<file path="config.mk">
export PLATFORM = sky130hd
export DESIGN_NAME = serial_adder
export DESIGN_NICKNAME = d
export VERILOG_FILES = /design/src/rtl/serial_adder_pkg.sv /design/src/rtl/fa_using_hs.sv /design/src/rtl/serial_adder_slice.sv /design/src/rtl/serial_adder.sv
export SDC_FILE = /design/constraint.sdc
export NUM_CORES = 1
export LEC_CHECK = 0
export CORE_MARGIN = 2
export CORE_UTILIZATION = 45
export DETAILED_ROUTE_END_ITERATION = 16
export HOLD_SLACK_MARGIN = 0.02
export PLACE_DENSITY = 0.81
export SYNTH_ARGS = -nofsm -noshare
export SYNTH_HDL_FRONTEND = slang
export SYNTH_HIERARCHICAL = 1
export SYNTH_SLANG_ARGS = --single-unit
</file>
<file path="constraint.sdc">
create_clock -name clk -period 1.4 [get_ports clk]
set_input_delay 0.14 -clock clk [delete_from_list [all_inputs] [get_ports clk]]
set_output_delay 0.14 -clock clk [all_outputs]
set_load 0.1 [all_outputs]
</file>
<file path="src/rtl/serial_adder_pkg.sv">
// Shared state encoding for the bit-serial adder.
package serial_adder_pkg;

    localparam logic [1:0] S_IDLE = 2'd0;
    localparam logic [1:0] S_RUN  = 2'd1;
    localparam logic [1:0] S_DONE = 2'd2;

    typedef enum logic [1:0] {
        IDLE = S_IDLE,
        RUN  = S_RUN,
        DONE = S_DONE
    } state_t;

endpackage

</file>
<file path="src/rtl/fa_using_hs.sv">
// Single-bit full adder built from two half-adder stages.
module fa_using_hs (
    input  logic a,
    input  logic b,
    input  logic c,
    output logic sum,
    output logic carry
);

    logic w_s1;
    logic w_c1;

    assign w_s1  = a ^ b;
    assign w_c1  = a & b;
    assign sum   = w_s1 ^ c;
    assign carry = w_c1 | (w_s1 & c);

endmodule

</file>
<file path="src/rtl/serial_adder_slice.sv">
// Per-bit combinational datapath of the serial adder: one full-adder cell.
module serial_adder_slice (
    input  logic i_a,
    input  logic i_b,
    input  logic i_carry,
    output logic o_sum,
    output logic o_carry
);

    fa_using_hs u_fa (
        .a     (i_a),
        .b     (i_b),
        .c     (i_carry),
        .sum   (o_sum),
        .carry (o_carry)
    );

endmodule

</file>
<file path="src/rtl/serial_adder.sv">
// Bit-serial W-bit adder: LSB-first through one full-adder cell, carry held in a flop.
module serial_adder
    import serial_adder_pkg::*;
#(
    parameter int W = 8
) (
    input  logic         clk,
    input  logic         rst,
    input  logic         start,
    input  logic [W-1:0] op_a,
    input  logic [W-1:0] op_b,
    input  logic         cin,
    output logic         busy,
    output logic         done,
    output logic [W-1:0] sum,
    output logic         cout
);

    localparam int CW = (W > 1) ? $clog2(W) : 1;
    localparam logic [CW-1:0] CNT_LAST = CW'(W - 1);

    state_t          r_state;
    state_t          w_next_state;
    logic [W-1:0]    r_a_sh;
    logic [W-1:0]    r_b_sh;
    logic [W-1:0]    r_res_sh;
    logic [W-1:0]    w_res_next;
    logic            r_carry;
    logic [CW-1:0]   r_cnt;
    logic [W-1:0]    r_sum;
    logic            r_cout;
    logic            w_s;
    logic            w_c;
    logic            w_accept;
    logic            w_last;

    serial_adder_slice u_slice (
        .i_a     (r_a_sh[0]),
        .i_b     (r_b_sh[0]),
        .i_carry (r_carry),
        .o_sum   (w_s),
        .o_carry (w_c)
    );

    // W=1 has no upper result bits to shift down.
    generate
        if (W == 1) begin : g_res_w1
            assign w_res_next = w_s;
        end else begin : g_res_wn
            assign w_res_next = {w_s, r_res_sh[W-1:1]};
        end
    endgenerate

    assign w_accept = start && (r_state != RUN);
    assign w_last   = (r_cnt == CNT_LAST);

    always_ff @(posedge clk) begin
        if (rst) begin
            r_state <= IDLE;
        end else begin
            r_state <= w_next_state;
        end
    end

    always_comb begin
        w_next_state = r_state;
        case (r_state)
            IDLE:    if (start) w_next_state = RUN;
            RUN:     if (w_last) w_next_state = DONE;
            DONE:    w_next_state = start ? RUN : IDLE;
            default: w_next_state = IDLE;
        endcase
    end

    always_ff @(posedge clk) begin
        if (rst) begin
            r_a_sh   <= '0;
            r_b_sh   <= '0;
            r_res_sh <= '0;
            r_carry  <= 1'b0;
            r_cnt    <= '0;
            r_sum    <= '0;
            r_cout   <= 1'b0;
        end else if (w_accept) begin
            r_a_sh  <= op_a;
            r_b_sh  <= op_b;
            r_carry <= cin;
            r_cnt   <= '0;
        end else if (r_state == RUN) begin
            r_res_sh <= w_res_next;
            r_a_sh   <= r_a_sh >> 1;
            r_b_sh   <= r_b_sh >> 1;
            r_carry  <= w_c;
            if (w_last) begin
                r_sum  <= w_res_next;
                r_cout <= w_c;
            end else begin
                r_cnt <= r_cnt + 1'b1;
            end
        end
    end

    assign busy = (r_state == RUN);
    assign done = (r_state == DONE);
    assign sum  = r_sum;
    assign cout = r_cout;

endmodule

</file>
==> results of run 1 <==
[cells in the mapped netlist (3+ instances only)]
library cell  instances
a21oi_1              20
buf_2                 4
mux2i_1              18
nor2_1               17
a211oi_1             14
buf_4                 3
nand2_1              34
dfxtp_1              38
[per-layer routing]
layer,part of all wire,GRT usage,wire [um],vias up
li1,-,-,-,651
met3,0.036,0.0414,108,4
met2,0.50,0.287,1480,31
met5,0,0,0,-
met4,0.015,0.0917,44,0
met1,0.45,0.183,1330,574
[how the worst min path moves through the flow]
stage | to | startpoint | cells after the start
floorplan | r_a_sh[7] | op_a[7] | 2
global placement | r_res_sh[1] | r_res_sh[1] | 2
detailed placement | sum[5] | r_res_sh[6] | 2
CTS | r_b_sh[7] | op_b[7] | 3
global route | r_b_sh[7] | op_b[7] | 3
finish | r_b_sh[7] | op_b[7] | 3
[kinds of logic after synthesis]
kind of cell,synth area share
fa+ha+maj,0.0289
simple gates,0.161
flops,0.488
mux,0.116
buf+inv,0.0562
compound gates,0.151
[power by group]
group / internal, W / leakage, nW / switching, W
clock: 0.000243 / 0.0353 / 0.000339
combinational: 0.000153 / 0.483 / 0.000147
sequential: 0.00114 / 0.312 / 0.0000333
total: 0.00153 / 0.829 / 0.000519
[stage by stage]
step                cells  power (W)  utilization  instance area [um^2]  worst slack (ps)
floorplan             170    0.00138            -                  1560              64.3
global placement      242    0.00147        0.611                  2040               105
detailed placement    242    0.00148        0.611                  2040              51.2
CTS                   251    0.00206        0.632                  2110              26.4
global route          251    0.00215        0.643                  2150             -2.41
finish                251    0.00205        0.643                  2150              66.1
[final cells by class]
class | instances | area (um^2) | area share
flip-flops and latches | 38 | 763 | 0.355
inverters | 3 | 13.8 | 0.00641
well taps | 46 | 57.6 | 0.0268
clock inverters | 1 | 5.00 | 0.00233
multi-input cells | 117 | 746 | 0.347
repair buffers | 39 | 507 | 0.236
clock buffers | 7 | 55.1 | 0.0256
[registers in the layout, summed over array words and instances, names as in the netlist]
signal / flops
cout: 1
r_b_sh: 8
r_state: 2
r_res_sh: 7
r_cnt: 3
sum: 8
r_a_sh: 8
r_carry: 1
[timing repair]
action,4_1_cts,5_1_grt
buffers inserted,1,0
setup endpoints to repair,1,21
resized for setup,1,11
pin swaps,0,0
[worst min-delay path, stage by stage]
cell	delay [ps]
clkdlybuf4s50_1	410
mux2i_1	130
nor3_1	50
==> impl_metrics.csv, run 1 <==
group,metric,value,unit
drt,drt_wl_total,2.96,mm
worst_setup_path,rrSetupSlack,90,ps
drt,vias_per_cell,5.02,
logic_synthesis,synthArstFlopShare,0,
logic_synthesis,ys_top_cells_by_area,"dfxtp_1 49%, mux2i_1 12%, nand2_1 8.2%",
min_path,holdCritPathClass,"in -> reg",
place,io_buffers,30,
worst_setup_path,critPathKind,"reg -> out",
worst_setup_path,cp_num_buf_inv,2,
floorplan,die_area,0.00395,mm^2
place,dpl.hpwl,2.00,mm
sta,finalHoldViolCount,0,
clock_network,cts_tree,"done",
worst_setup_path,crit_end,"busy",
sta,slew_headroom,0.847,
sta,clock.fmax,0.750,GHz
logic_synthesis,synthDistinctLibCells,23,
logic_synthesis,synth_edf_count,0,
drt,first_iter_violations,47,
layout,fin_nets,227,
layout,fillers,284,
sta,setup_viol,0,
logic_synthesis,ys_warn_count,6,
flow_run,maxCapViolCount,0,
drt,drtPass1Iterations,4,
clock_network,ctsHtreeMaxLevel,2,
drt,num_vias,1260,
clock_network,clk_latency,340,ps
status,status,"completed",
layout,syn_to_final_growth,37.7,%
sta,fin_crit,1330,ps
global_route,antenna_found_initial,0,
worst_setup_path,r2r_cells,6,
sta,finalSetupTns,0,ps
sta,finalCritPeriodShare,0.953,
floorplan,core,0.00334,mm^2
logic_synthesis,ys_seq_elements,38,
logic_synthesis,seq_area_frac_synth,0.488,
worst_setup_path,cp_slowest_cell,"dfxtp_2",
worst_setup_path,r2r-start,"r_cnt[1]",
floorplan,die_h,62.9,um
clock_network,clock-sinks,38,
worst_setup_path,critical_path_depth,3,
sta,drv_slew,0,
logic_synthesis,syn_area,0.00156,mm^2
floorplan,io_pins,31,
layout,diodes,0,
worst_setup_path,crit_fanout,5,
clock_network,cts_made_buffers,5,
clock_network,clock_path_buffers,2,
floorplan,initial_core_util,0.467,
drt,ant_nets,0,
logic_synthesis,syn_avg_cell_area,9.17,um^2
global_route,grt_overflow,0,
clock_network,clk_pin_slew,110,ps
worst_setup_path,crit_chain,"nand2b_2, inv_4, buf_12",
clock_network,cts_root_buffer,"clkbuf_4",
clock_network,cts.hold.buffers_added,0,
worst_setup_path,crit_path_max_incr_delay,360,ps
logic_synthesis,synth_ff_type,"dfxtp_1",
sta,clock_skew,7.62,ps
layout,final_common_cell,"dfxtp_1",
drt,drc,0,
global_route,grt_pass1_vias,1235,
sta,whs,440,ps
place,place.gp.congestion,0.739,
logic_synthesis,synth_top_area_frac,0.488,
global_route,grt_start_max_net_pins,39,
drt,avgRoutedWirePerCell,11.8,um
worst_setup_path,crit_path_end_kind,"primary output",
worst_setup_path,startpoint_type,"flop",
global_route,grt.total_usage,0.165,
worst_setup_path,timing.critical_path.from,"r_state[1]",
worst_setup_path,crit_family,"flip-flops",
global_route,grt_pass1_wl,5.13,mm
worst_setup_path,timing.rr.end,"sum[2]",
logic_synthesis,synth_top_cell_by_area,"dfxtp_1",
floorplan,die_x,62.9,um
sta,worst_pin_slew,229,ps
layout,final_cell_mix,"36 x dfxtp_1, 34 x nand2_1, 19 x clkdlybuf4s50_1, 18 x a21oi_1, 18 x mux2i_1",
power_and_ir_drop,vdd_drop_max,642,uV
logic_synthesis,synth_nets,193,
worst_setup_path,cp.arrival,1190,ps
worst_setup_path,cp.required,1260,ps
floorplan,floorplan.rows,21,
logic_synthesis,syn_inst,170,
power_and_ir_drop,p_per_area,955,mW/mm^2
layout,drive_gt1_frac,0.190,
power_and_ir_drop,power.leakage,0.829,nW
(Power assumes the default switching activity.)
==> run 2: changes to the inputs <==
--- a/config.mk
+++ b/config.mk
@@ -5,9 +5,9 @@
 export SDC_FILE = /design/constraint.sdc
 export NUM_CORES = 1
 export LEC_CHECK = 0
-export CORE_MARGIN = 2
 export CORE_UTILIZATION = 45
 export DETAILED_ROUTE_END_ITERATION = 16
+export GPL_ROUTABILITY_DRIVEN = 1
 export HOLD_SLACK_MARGIN = 0.02
 export PLACE_DENSITY = 0.81
 export SYNTH_ARGS = -nofsm -noshare
==> constraint.sdc (replaced) <==
create_clock -name clk -period 1.4 [get_ports clk]
set_input_delay 0.28 -clock clk [delete_from_list [all_inputs] [get_ports clk]]
set_output_delay 0.28 -clock clk [all_outputs]
set_load 0.1 [all_outputs]
==> impl_metrics.csv, run 2 (synthesis results as in run 1) <==
group,metric,value,unit
global_route,grt.total_usage,0.193,
power_and_ir_drop,vdd_drop_max,838,uV
worst_setup_path,startpoint_type,"flop",
global_route,grt_start_max_net_pins,39,
sta,drv_slew,0,
layout,drive_gt1_frac,0.226,
sta,finalHoldViolCount,0,
drt,drc,0,
global_route,grt_pass1_vias,1208,
place,post-place-cells,247,
clock_network,clk_latency,350,ps
global_route,grt_pass1_wl,5.19,mm
sta,finalCritPeriodShare,0.973,
clock_network,clock_path_buffers,2,
min_path,holdCritPathClass,"reg -> reg",
place,dpl.hpwl,2.05,mm
sta,setup_viol,0,
place,io_buffers,30,
place,place.gp.congestion,0.699,
min_path,whs_path_depth,2,
sta,slew_headroom,0.838,
status,status,"completed",
sta,clock_skew,15.4,ps
drt,drt_wl_total,3.11,mm
clock_network,clk_pin_slew,110,ps
clock_network,clock-sinks,38,
floorplan,initial_core_util,0.467,
drt,ant_nets,0,
sta,rsz0062_at_grt,"true",
floorplan,core,0.00334,mm^2
worst_setup_path,cp_slowest_cell,"dfxtp_4",
clock_network,cts_root_buffer,"clkbuf_4",
layout,fin_nets,234,
global_route,grt_overflow,0,
min_path,hp-start,"r_res_sh[1]",
floorplan,die_area,0.00370,mm^2
sta,whs,462,ps
worst_setup_path,critPathKind,"reg -> out",
worst_setup_path,r2r-start,"r_cnt[0]",
floorplan,die_h,60.9,um
sta,fin_crit,1360,ps
power_and_ir_drop,power.leakage,0.887,nW
worst_setup_path,crit_fanout,5,
worst_setup_path,crit_chain,"nand2b_4, inv_4, buf_12",
drt,avgRoutedWirePerCell,12.1,um
clock_network,cts_made_buffers,5,
worst_setup_path,cp.required,1120,ps
worst_setup_path,timing.critical_path.from,"r_state[1]",
clock_network,cts.hold.buffers_added,0,
clock_network,ctsHtreeMaxLevel,2,
floorplan,io_pins,31,
layout,final_cell_mix,"34 x nand2_1, 34 x dfxtp_1, 19 x a21oi_1, 19 x clkdlybuf4s50_1, 18 x mux2i_1",
floorplan,floorplan.rows,21,
worst_setup_path,r2r_cells,6,
drt,drtPass1Iterations,4,
floorplan,die_x,60.9,um
worst_setup_path,crit_path_end_kind,"primary output",
drt,num_vias,1301,
layout,instances_no_fill,258,
drt,first_iter_violations,53,
flow_run,maxCapViolCount,0,
layout,diodes,0,
worst_setup_path,crit_path_max_incr_delay,370,ps
sta,clock.fmax,0.734,GHz
layout,syn_to_final_growth,45.0,%
power_and_ir_drop,p_per_area,1090,mW/mm^2
drt,vias_per_cell,5.04,
sta,worst_pin_slew,243,ps
global_route,antenna_found_initial,0,
clock_network,cts_tree,"done",
worst_setup_path,cp.arrival,1080,ps
-- run 2: routing by layer --
| layer | global-route usage | wire (um) |
|---|---|---|
| met5 | 0 | 0 |
| met4 | 0.0779 | 59 |
| met3 | 0.0533 | 131 |
| met2 | 0.336 | 1500 |
| met1 | 0.225 | 1420 |
-- run 2: per-stage QoR --
step           total power, W  setup TNS (ps)  cell area (um^2)  worst slack (ps)   util
2_1_floorplan         0.00138               0              1570              85.2      -
4_1_cts               0.00247               0              2220              6.10  0.664
5_1_grt               0.00256           -41.2              2260             -21.6  0.678
3_5_place_dp          0.00150            -191              2080             -44.6  0.624
3_3_place_gp          0.00149           -9.74              2080             -6.55  0.624
6_report              0.00246               0              2260              37.8  0.678
-- run 2: critical path, delay by kind of cell, from the launching register on --
kind	cells	cell delay, ps
AND/OR/NAND/NOR	1	150
flip-flops	1	370
buffers and inverters	2	220
-- run 2: worst paths after layout --
check	end	slack, ps
worst max-delay path	busy	40
worst max register to register	r_cnt[2]	50
worst min register to register	sum[0]	460
worst min-delay path	sum[0]	460
-- run 2: report_power, final --
group	switching, W	total (W)	internal (W)
clock network	0.000369	0.000974	0.000605
registers	0.0000360	0.00117	0.00113
logic	0.000150	0.000314	0.000163
total	0.000555	0.00246	0.00190
-- run 2: area by class of cell --
| class | instances | area, um^2 |
|---|---|---|
| Sequential cell | 38 | 771 |
| Multi-Input combinational cell | 117 | 752 |
| Tap cell | 46 | 57.6 |
| Clock buffer | 6 | 51.3 |
| Fill cell | 259 | 1080 |
| Inverter | 3 | 13.8 |
| Timing Repair Buffer | 46 | 556 |
| Clock inverter | 2 | 60.1 |
-- run 2: what timing repair did --
action                                  CTS  global route
buffers inserted                          1             2
endpoints found under the setup margin   11            14
gates resized for setup                   7             8
pin swaps                                 1             0
==> run 3: changes to the inputs <==
--- a/config.mk
+++ b/config.mk
@@ -6,6 +6,7 @@
 export NUM_CORES = 1
 export LEC_CHECK = 0
 export CORE_UTILIZATION = 45
+export CTS_CLUSTER_DIAMETER = 60
 export DETAILED_ROUTE_END_ITERATION = 16
 export GPL_ROUTABILITY_DRIVEN = 1
 export HOLD_SLACK_MARGIN = 0.02
==> results of run 3 <==
Final layout, timing and power as in run 2 (identical DEF).
